**src/rtl/mul_share_ctrl_pkg.sv**
```systemverilog
// mul_share_ctrl_pkg: shared FSM encoding, port ids and default sizes for the multiplier-sharing controller
package mul_share_ctrl_pkg;
    typedef enum logic [1:0] {
        S_IDLE   = 2'd0,
        S_LAUNCH = 2'd1,
        S_WAIT   = 2'd2,
        S_RESP   = 2'd3
    } state_e;
    localparam logic PORT0       = 1'b0;
    localparam logic PORT1       = 1'b1;
    localparam int   DEF_WIDTH   = 32;
    localparam int   DEF_TIMEOUT = 31;
endpackage

```
**src/rtl/mul_share_ctrl_if.sv**
```systemverilog
// mul_share_ctrl_if: requester, response and core-side signals of the shared multiplier
interface mul_share_ctrl_if import mul_share_ctrl_pkg::*; #(parameter int WIDTH = DEF_WIDTH);
    logic               req0_valid, req0_ready, req1_valid, req1_ready;
    logic [WIDTH-1:0]   req0_a, req0_b, req1_a, req1_b;
    logic               rsp0_valid, rsp0_ready, rsp1_valid, rsp1_ready;
    logic [2*WIDTH-1:0] rsp_data;
    logic               rsp_err;
    logic               mul_start, mul_done;
    logic [WIDTH-1:0]   mul_a, mul_b;
    logic [2*WIDTH-1:0] mul_p;
    logic               busy, err_timeout;
    modport slave (
        input  req0_valid, req0_a, req0_b, req1_valid, req1_a, req1_b,
        input  rsp0_ready, rsp1_ready, mul_done, mul_p,
        output req0_ready, req1_ready, rsp0_valid, rsp1_valid, rsp_data, rsp_err,
        output mul_start, mul_a, mul_b, busy, err_timeout
    );
    modport master (
        output req0_valid, req0_a, req0_b, req1_valid, req1_a, req1_b,
        output rsp0_ready, rsp1_ready, mul_done, mul_p,
        input  req0_ready, req1_ready, rsp0_valid, rsp1_valid, rsp_data, rsp_err,
        input  mul_start, mul_a, mul_b, busy, err_timeout
    );
endinterface

```
**src/rtl/mul_share_ctrl_rr_arb2.sv**
```systemverilog
// mul_share_ctrl_rr_arb2: two-way round-robin grant favouring the port not served last
module mul_share_ctrl_rr_arb2 import mul_share_ctrl_pkg::*; (
    input  logic valid0_i,
    input  logic valid1_i,
    input  logic last_i,
    output logic gnt_valid_o,
    output logic gnt_o
);
    // lone requester wins; on contention the port that was not granted last wins
    always_comb begin
        gnt_valid_o = valid0_i | valid1_i;
        gnt_o       = (valid0_i & valid1_i) ? ~last_i : (valid1_i ? PORT1 : PORT0);
    end
endmodule

```
**src/rtl/mul_share_ctrl.sv**
```systemverilog
// mul_share_ctrl: round-robin sharing of one multi-cycle signed multiplier core between two requesters
module mul_share_ctrl import mul_share_ctrl_pkg::*; #(
    parameter int WIDTH   = DEF_WIDTH,
    parameter int TIMEOUT = DEF_TIMEOUT
) (
    input  logic            clk,
    input  logic            rst_n,
    mul_share_ctrl_if.slave bus
);
    localparam int CW = $clog2(TIMEOUT + 1);
    state_e             state_q;
    logic               owner_q, last_q, start_q, busy_q, rv0_q, rv1_q, err_q, to_q;
    logic [CW-1:0]      cnt_q;
    logic [WIDTH-1:0]   a_q, b_q;
    logic [2*WIDTH-1:0] data_q;
    logic               gnt_valid, gnt, idle, rsp_ack;

    mul_share_ctrl_rr_arb2 u_arb (
        .valid0_i    (bus.req0_valid),
        .valid1_i    (bus.req1_valid),
        .last_i      (last_q),
        .gnt_valid_o (gnt_valid),
        .gnt_o       (gnt)
    );

    // requests are offered only in IDLE; the owner's ready closes the response
    always_comb begin
        idle           = state_q == S_IDLE;
        bus.req0_ready = idle & gnt_valid & (gnt == PORT0);
        bus.req1_ready = idle & gnt_valid & (gnt == PORT1);
        rsp_ack        = owner_q ? bus.rsp1_ready : bus.rsp0_ready;
    end

    assign bus.rsp0_valid  = rv0_q;
    assign bus.rsp1_valid  = rv1_q;
    assign bus.rsp_data    = data_q;
    assign bus.rsp_err     = err_q;
    assign bus.mul_start   = start_q;
    assign bus.mul_a       = a_q;
    assign bus.mul_b       = b_q;
    assign bus.busy        = busy_q;
    assign bus.err_timeout = to_q;

    // transaction FSM: accept, pulse the core, wait with watchdog, hold the response until taken
    always_ff @(posedge clk) begin
        if (!rst_n) begin
            state_q <= S_IDLE;
            owner_q <= PORT0;
            last_q  <= PORT1;
            start_q <= 1'b0;
            busy_q  <= 1'b0;
            rv0_q   <= 1'b0;
            rv1_q   <= 1'b0;
            err_q   <= 1'b0;
            to_q    <= 1'b0;
            cnt_q   <= '0;
            a_q     <= '0;
            b_q     <= '0;
            data_q  <= '0;
        end else begin
            case (state_q)
                S_IDLE: if (gnt_valid) begin
                    a_q     <= gnt ? bus.req1_a : bus.req0_a;
                    b_q     <= gnt ? bus.req1_b : bus.req0_b;
                    owner_q <= gnt;
                    last_q  <= gnt;
                    start_q <= 1'b1;
                    busy_q  <= 1'b1;
                    state_q <= S_LAUNCH;
                end
                S_LAUNCH: begin
                    start_q <= 1'b0;
                    cnt_q   <= '0;
                    state_q <= S_WAIT;
                end
                S_WAIT: if (bus.mul_done) begin
                    data_q  <= bus.mul_p;
                    err_q   <= 1'b0;
                    rv0_q   <= ~owner_q;
                    rv1_q   <= owner_q;
                    state_q <= S_RESP;
                end else if (cnt_q == CW'(TIMEOUT - 1)) begin
                    data_q  <= '0;
                    err_q   <= 1'b1;
                    to_q    <= 1'b1;
                    rv0_q   <= ~owner_q;
                    rv1_q   <= owner_q;
                    state_q <= S_RESP;
                end else begin
                    cnt_q <= cnt_q + CW'(1);
                end
                S_RESP: if (rsp_ack) begin
                    rv0_q   <= 1'b0;
                    rv1_q   <= 1'b0;
                    busy_q  <= 1'b0;
                    state_q <= S_IDLE;
                end
                default: state_q <= S_IDLE;
            endcase
        end
    end
endmodule

```
**src/flat_wrapper.sv**
```systemverilog
// flat-port wrapper written by rule: the top's interface ports become plain ports
module mul_share_ctrl_flat import mul_share_ctrl_pkg::*;
#(
    parameter int WIDTH   = DEF_WIDTH,
    parameter int TIMEOUT = DEF_TIMEOUT
)
  (clk, rst_n, bus_req0_valid, bus_req0_a, bus_req0_b, bus_req1_valid, bus_req1_a, bus_req1_b, bus_rsp0_ready, bus_rsp1_ready, bus_mul_done, bus_mul_p, bus_req0_ready, bus_req1_ready, bus_rsp0_valid, bus_rsp1_valid, bus_rsp_data, bus_rsp_err, bus_mul_start, bus_mul_a, bus_mul_b, bus_busy, bus_err_timeout);
  mul_share_ctrl_if #(.WIDTH(WIDTH)) bus_i ();
  input  logic clk;
  input  logic rst_n;
  input wire logic [$bits(bus_i.req0_valid)-1:0] bus_req0_valid;
  input wire logic [$bits(bus_i.req0_a)-1:0] bus_req0_a;
  input wire logic [$bits(bus_i.req0_b)-1:0] bus_req0_b;
  input wire logic [$bits(bus_i.req1_valid)-1:0] bus_req1_valid;
  input wire logic [$bits(bus_i.req1_a)-1:0] bus_req1_a;
  input wire logic [$bits(bus_i.req1_b)-1:0] bus_req1_b;
  input wire logic [$bits(bus_i.rsp0_ready)-1:0] bus_rsp0_ready;
  input wire logic [$bits(bus_i.rsp1_ready)-1:0] bus_rsp1_ready;
  input wire logic [$bits(bus_i.mul_done)-1:0] bus_mul_done;
  input wire logic [$bits(bus_i.mul_p)-1:0] bus_mul_p;
  output wire logic [$bits(bus_i.req0_ready)-1:0] bus_req0_ready;
  output wire logic [$bits(bus_i.req1_ready)-1:0] bus_req1_ready;
  output wire logic [$bits(bus_i.rsp0_valid)-1:0] bus_rsp0_valid;
  output wire logic [$bits(bus_i.rsp1_valid)-1:0] bus_rsp1_valid;
  output wire logic [$bits(bus_i.rsp_data)-1:0] bus_rsp_data;
  output wire logic [$bits(bus_i.rsp_err)-1:0] bus_rsp_err;
  output wire logic [$bits(bus_i.mul_start)-1:0] bus_mul_start;
  output wire logic [$bits(bus_i.mul_a)-1:0] bus_mul_a;
  output wire logic [$bits(bus_i.mul_b)-1:0] bus_mul_b;
  output wire logic [$bits(bus_i.busy)-1:0] bus_busy;
  output wire logic [$bits(bus_i.err_timeout)-1:0] bus_err_timeout;
  assign bus_i.req0_valid = bus_req0_valid;
  assign bus_i.req0_a = bus_req0_a;
  assign bus_i.req0_b = bus_req0_b;
  assign bus_i.req1_valid = bus_req1_valid;
  assign bus_i.req1_a = bus_req1_a;
  assign bus_i.req1_b = bus_req1_b;
  assign bus_i.rsp0_ready = bus_rsp0_ready;
  assign bus_i.rsp1_ready = bus_rsp1_ready;
  assign bus_i.mul_done = bus_mul_done;
  assign bus_i.mul_p = bus_mul_p;
  assign bus_req0_ready = bus_i.req0_ready;
  assign bus_req1_ready = bus_i.req1_ready;
  assign bus_rsp0_valid = bus_i.rsp0_valid;
  assign bus_rsp1_valid = bus_i.rsp1_valid;
  assign bus_rsp_data = bus_i.rsp_data;
  assign bus_rsp_err = bus_i.rsp_err;
  assign bus_mul_start = bus_i.mul_start;
  assign bus_mul_a = bus_i.mul_a;
  assign bus_mul_b = bus_i.mul_b;
  assign bus_busy = bus_i.busy;
  assign bus_err_timeout = bus_i.err_timeout;
  mul_share_ctrl #(.WIDTH(WIDTH), .TIMEOUT(TIMEOUT)) u_core (.clk(clk), .rst_n(rst_n), .bus(bus_i));
endmodule
```
**config.mk**
```make
export PLATFORM = sky130hd
export DESIGN_NAME = mul_share_ctrl_flat
export DESIGN_NICKNAME = d
export VERILOG_FILES = /design/src/rtl/mul_share_ctrl_pkg.sv /design/src/rtl/mul_share_ctrl_if.sv /design/src/rtl/mul_share_ctrl_rr_arb2.sv /design/src/rtl/mul_share_ctrl.sv /design/src/flat_wrapper.sv
export SDC_FILE = /design/constraint.sdc
export NUM_CORES = 1
export LEC_CHECK = 0
export BUFFER_PORTS_ARGS = -buffer_cell sky130_fd_sc_hd__buf_2
export CAP_MARGIN = 10
export CORE_MARGIN = 10
export CORE_UTILIZATION = 25
export DETAILED_ROUTE_END_ITERATION = 8
export PLACE_DENSITY = 0.62
export SYNTH_ARGS = -nofsm -noshare
export SYNTH_HDL_FRONTEND = slang
export SYNTH_HIERARCHICAL = 1
export SYNTH_SLANG_ARGS = --single-unit
```
**constraint.sdc**
```tcl
create_clock -name clk -period 2.2 [get_ports clk]
set_input_delay 0.11 -clock clk [delete_from_list [all_inputs] [get_ports clk]]
set_output_delay 0.11 -clock clk [all_outputs]
set_load 0.05 [all_outputs]
```
# After elaboration in Yosys (flattened, before gate mapping)
# Index checks and enable logic that the tools add are counted.
[totals]
latchBits = 0
mem_count = 0
regBits = 143
word_cells = 73
output_inout_bits = 136
ram_bits = 0
rom_bits = 0
[classes]
n_lt_le_gt_ge = 0
multipliers = 0
bitwise_logic = 9
shifts = 0
n_eq_ne = 9
mux = 27
n_div = 0
add_sub_neg = 1
n_reduce_logical = 14
[op_table]
columns = ["cell", "n"]
rows = [
  ["$mux 64", 2],
  ["$mux 32", 2],
  ["$reduce_and 3->1", 5],
  ["$mux 1", 11],
  ["$mux 5", 2],
  ["$pmux 5 s2", 1],
  ["$reduce_bool 2->1", 5],
  ["$mux 2", 4],
  ["$pmux 1 s2", 4],
  ["$pmux 2 s4", 1],
  ["$reduce_and 2->1", 3],
  ["$add 5x1->5 const B", 1],
  ["$eq 5x5->1 const B", 1],
  ["$and 1x1->1", 4],
  ["$eq 2x2->1 const B", 2],
  ["$ne 2x1->1 const B", 2],
  ["$ne 2x2->1 const B", 2],
  ["$not 1->1", 4],
  ["$ne 3x2->1 const B", 1],
  ["$eq 2x1->1 const B", 1],
  ["$logic_not 2->1", 1],
  ["$or 1x1->1", 1],
]

# Logic depth before layout (Yosys ltp)
[logic_depth]
word_depth = 4
mapped_depth = 8

# Hierarchy
# The synthesis kept the hierarchy.
[by_module_without_submodules]
columns = ["mod", "cells_per_inst", "n_inst", "area_each_um2"]
rows = [
  ["mul_share_ctrl", 590, 1, 5760.5],
  ["mul_share_ctrl_rr_arb2", 2, 1, 13.8],
]

# Least setup slack after synthesis
# No wires, ideal clock.
[synth_timing]
path_kind = "reg-to-output"
start = "register u_core.last_q"
end = "output port bus_req0_ready"
n_path_buf = 3
t_arrival_ns = 1.480
setup_slack_ns = 0.610
stages_incl_launch_ff = 6
cell_sequence = "dfxtp_1 a21boi_1 clkbuf_1 buf_4 buf_4 nor2_1"
[synth_via]
elab_chain_len = 4
[synth_lines]
columns = ["element", "line_no", "text"]
rows = [
  ["start: declaration", "mul_share_ctrl.sv:12", "logic owner_q, last_q, start_q, busy_q, rv0_q, rv1_q, err_q, to_q;"],
  ["start signal: assignment", "mul_share_ctrl.sv:66", "last_q <= gnt;"],
  ["$not 1->1", "mul_share_ctrl_rr_arb2.sv:12", "gnt_o = (valid0_i & valid1_i) ? ~last_i : (valid1_i ? PORT1 : PORT0);"],
  ["$mux 1", "mul_share_ctrl_rr_arb2.sv:12", ""],
  ["named net u_core.gnt", "mul_share_ctrl.sv:16", "logic gnt_valid, gnt, idle, rsp_ack;"],
  ["$not 1->1", "mul_share_ctrl.sv:29", "bus.req0_ready = idle & gnt_valid & (gnt == PORT0);"],
  ["$and 1x1->1", "mul_share_ctrl.sv:29", ""],
  ["end: declaration", "flat_wrapper.sv:21", "output wire logic [$bits(bus_i.req0_ready)-1:0] bus_req0_ready;"],
]
# The timed path passes the listed nets, and every way through them passes these cells.

# Final worst setup path
[layout_timing]
start = "register u_core.state_q[1]"
end = "output port bus_req1_ready"
[layout_via]
elab_chain_len = 3
[layout_lines]
columns = ["element", "line_no", "text"]
rows = [
  ["start: declaration", "mul_share_ctrl.sv:11", "state_e state_q;"],
  ["start signal: assignment", "mul_share_ctrl.sv:47", "state_q <= S_IDLE;"],
  ["start signal: assignment", "mul_share_ctrl.sv:69", "state_q <= S_LAUNCH;"],
  ["start signal: assignment", "mul_share_ctrl.sv:74", "state_q <= S_WAIT;"],
  ["$logic_not 2->1", "mul_share_ctrl.sv:28", "idle = state_q == S_IDLE;"],
  ["$and 1x1->1 (2 in a row)", "mul_share_ctrl.sv:30", "bus.req1_ready = idle & gnt_valid & (gnt == PORT1);"],
  ["end: declaration", "flat_wrapper.sv:22", "output wire logic [$bits(bus_i.req1_ready)-1:0] bus_req1_ready;"],
]
# No other way between the ends.

==> impl_metrics.tcl <==
set metrics [dict create \
    holdCritStartpoint "bus_req0_a[15]" \
    area_delta_synth_final_pct 55.2 \
    cpLargestDelayFamily "buffers and inverters" \
    finalCritPeriodShare_pct 89.0 \
    cts.sinks 143 \
    cp_slowest_stage_delay_ns 0.33 \
    yosysSeqAreaShare_pct 49.6 \
    ys.flop_type "dfxtp_1" \
    placed_area_um2 7710 \
    dp_cells 1175 \
    final_util_pct 39.5 \
    ir_drop_v 0.000560 \
    cts_tree "built" \
    cts_root_buf "clkbuf_16" \
    drc 0 \
    r2r_cells 6 \
    first_pass_iters 4 \
    ys_ff_latch 143 \
    final_common_cell "buf_2" \
    drt_iter0_markers 365 \
    multi_input_area_um2 2580 \
    antenna_found_initial 3 \
    synthArstFlopShare_pct 0 \
    grt-ovfl-total 0 \
    grt_usage_pct 13.3 \
    finalMaxSlewViolations 0 \
    tightestPinTransition_ns 0.602 \
    seqPwrFrac_pct 31.0 \
    r2r-end "u_core/bus.mul_a[10]" \
    hold_depth 3 \
    hpwl_um 15200 \
    tns_ns 0 \
    grt_pass1_wl_um 31400 \
    status "finished, final reports clean" \
    sw_frac_of_total_pct 45.5 \
    cell_internal_pwr_mw 6.02 \
    layout.nets 1181 \
    crit_required_ns 2.09 \
    fmax_mhz 511 \
    fin_cells 1275 \
    p_clk_share_pct 25.3 \
    ctsResizeCount 0 \
    synth_cell_types 38 \
    syn_nets 797 \
    gp_congestion 0.752 \
    htree_levels 4 \
    synth_area_um2 5770 \
    fill_cells 2255 \
    final_area_um2 8960 \
    final.min_clock_period_ns 1.96 \
    reg2reg_slack_ns 0.44 \
    dieArea_um2 29600 \
    p_per_area_nw_per_um2 1230 \
    hold_viol_final 0 \
    syn_inst 592 \
    r2r-start "u_core/state_q[1]" \
    cts_hold_buf 67 \
    whs_endpoint "u_core/bus.mul_a[15]" \
    timing.slew.headroom_pct 59.8 \
    worst_clock_skew_ns 0.0120 \
    p_leak_nw 4.21 \
    cts_buffer_depth 2 \
    core_um2 22700 \
    wl_per_cell_um 16.3 \
    synth.avg_cell_area_um2 9.75 \
    synth_enable_flop_cells 0 \
    crit_chain "inv_1, ha_1, and2_4, nand2_1, inv_1, buf_2" \
    cp.arrival_ns 1.85 \
    worst_path_most_repeated_cell "inv_1" \
    end_kind "primary output" \
    switching_power_mw 5.03 \
    io_pins 335 \
    crit_path_max_fanout 10 \
    final_cell_mix "buf_2, dfxtp_1, nor2_1" \
    rsz0062_at_grt "no" \
    cts_buffers 17 \
    grt_start_max_net_pins 99 \
    dieWidth_um 172 \
    rows 55 \
    die_h_um 172 \
    initial_core_util_pct 25.4 \
    routed_wl_um 20800 \
    drive_gt1_share_pct 39.8 \
    clk_latency_ns 0.42 \
    min_path_type "in -> reg" \
    cts_setup_buffers 0 \
    combPwrFrac_pct 43.6 \
    startpoint_type "flip-flop" \
    yosysWarningCount 6 \
    cpMaxStageDelayCell "dfxtp_1" \
    via_per_inst 4.48 \
    critPathKind "reg -> out" \
    path_buf_inv 3 \
    ff_latch_area_um2 2860 \
    cap_violations 0 \
    setup-violations-final 0 \
    ant_nets 0 \
    grt_pass1_vias 5916 \
    port-buffer-count 334 \
    clk_pin_slew_ns 0.07 \
    via_count 5711 \
]
[routing by layer]
metal	share of wire (%)	GRT usage, %	vias up	wire length, um
met1	39	14.8	2515	8190
met3	12	7.39	14	2590
li1	-	-	2908	-
met2	47	21.8	270	9830
met4	0.77	2.89	4	161
met5	0.10	0	-	21
[synthesized netlist by cell type, drive strengths merged (2+ instances only)]
cell type  instances  area, um2
clkbuf            21       90.1
nand3              4       20.0
ha                 6       75.1
dfxtp            143       2860
a41oi              3       33.8
a22oi             66        495
a211oi            66        500
nand2              8       30.0
nor2             137        514
inv               10       37.5
o21ai              4       31.3
buf               32        224
mux2i             69        691
a21oi              6       30.0
nor3               2       15.0
[state kept, by name (all words and copies together) (netlist names)]
name and cells:
u_core/bus.rsp_data 64, u_core/bus.mul_a 32, u_core/bus.mul_b 32, u_core/cnt_q 5, u_core/state_q 2, u_core/bus.busy 1
u_core/bus.err_timeout 1, u_core/bus.mul_start 1, u_core/bus.rsp0_valid 1, u_core/bus.rsp1_valid 1, u_core/bus.rsp_err 1, u_core/last_q 1
u_core/owner_q 1
[worst reg2reg max path, stage by stage, from the launching register on]
cell and delay (ns):
dfxtp_1 0.33, inv_1 0.11, ha_1 0.27, and2_4 0.26, buf_12 0.33, nor2_1 0.15, a211oi_1 0.23
[layout make-up]
class | instances | share of cell area (%)
Clock buffer | 17 | 4.75
Clock inverter | 15 | 1.63
Antenna cell | 1 | 0.0279
Sequential cell | 143 | 32.0
Tap cell | 285 | 3.98
Inverter | 10 | 0.447
Timing Repair Buffer | 418 | 28.4
Multi-Input combinational cell | 386 | 28.8
[through the flow]
stage	hold slack, ns	total power [mW]	setup WS (ns)
4_1_cts	0.000558	11.2	0.144
2_1_floorplan	0.238	7.11	0.610
3_3_place_gp	0.343	8.22	0.492
6_report	0.0241	11.1	0.242
5_1_grt	0.0151	11.8	0.0835
3_5_place_dp	0.352	8.27	0.428
[logic make-up (layout without fill, tap and decap cells)]
logic type               Yosys count  after routing  synth area share (%)
buffers and inverters             63            460                  6.09
other                              0              1                     0
AO/OA/AOI/OAI                    153            153                  20.0
adder cells (fa/ha/maj)            6              6                  1.30
multiplexers                      70             70                  12.2
flip-flops                       143            143                  49.6
AND/OR/NAND/NOR                  157            157                  10.8
[how the worst max path moves through the flow]
stage,from,endpoint,slack (ns),depth (start not counted)
floorplan,u_core/last_q,bus_req0_ready,0.61,5
global placement,u_core/cnt_q[0],u_core/cnt_q[1],0.49,6
detailed placement,u_core/state_q[1],u_core/bus.mul_b[30],0.43,6
CTS,u_core/last_q,bus_req1_ready,0.14,4
global route,u_core/state_q[1],bus_req1_ready,0.08,6
finish,u_core/state_q[1],bus_req1_ready,0.24,6
[power groups by stage]
stage	sequential [mW]	clock [mW]	combinational [mW]
after detailed placement	3.48	0	4.79
after floorplan	5.29	0	1.81
final	3.43	2.80	4.82
after CTS	3.44	2.93	4.88
after global routing	3.51	3.03	5.21
after global placement	3.46	0	4.75
(Power assumes the default switching activity.)
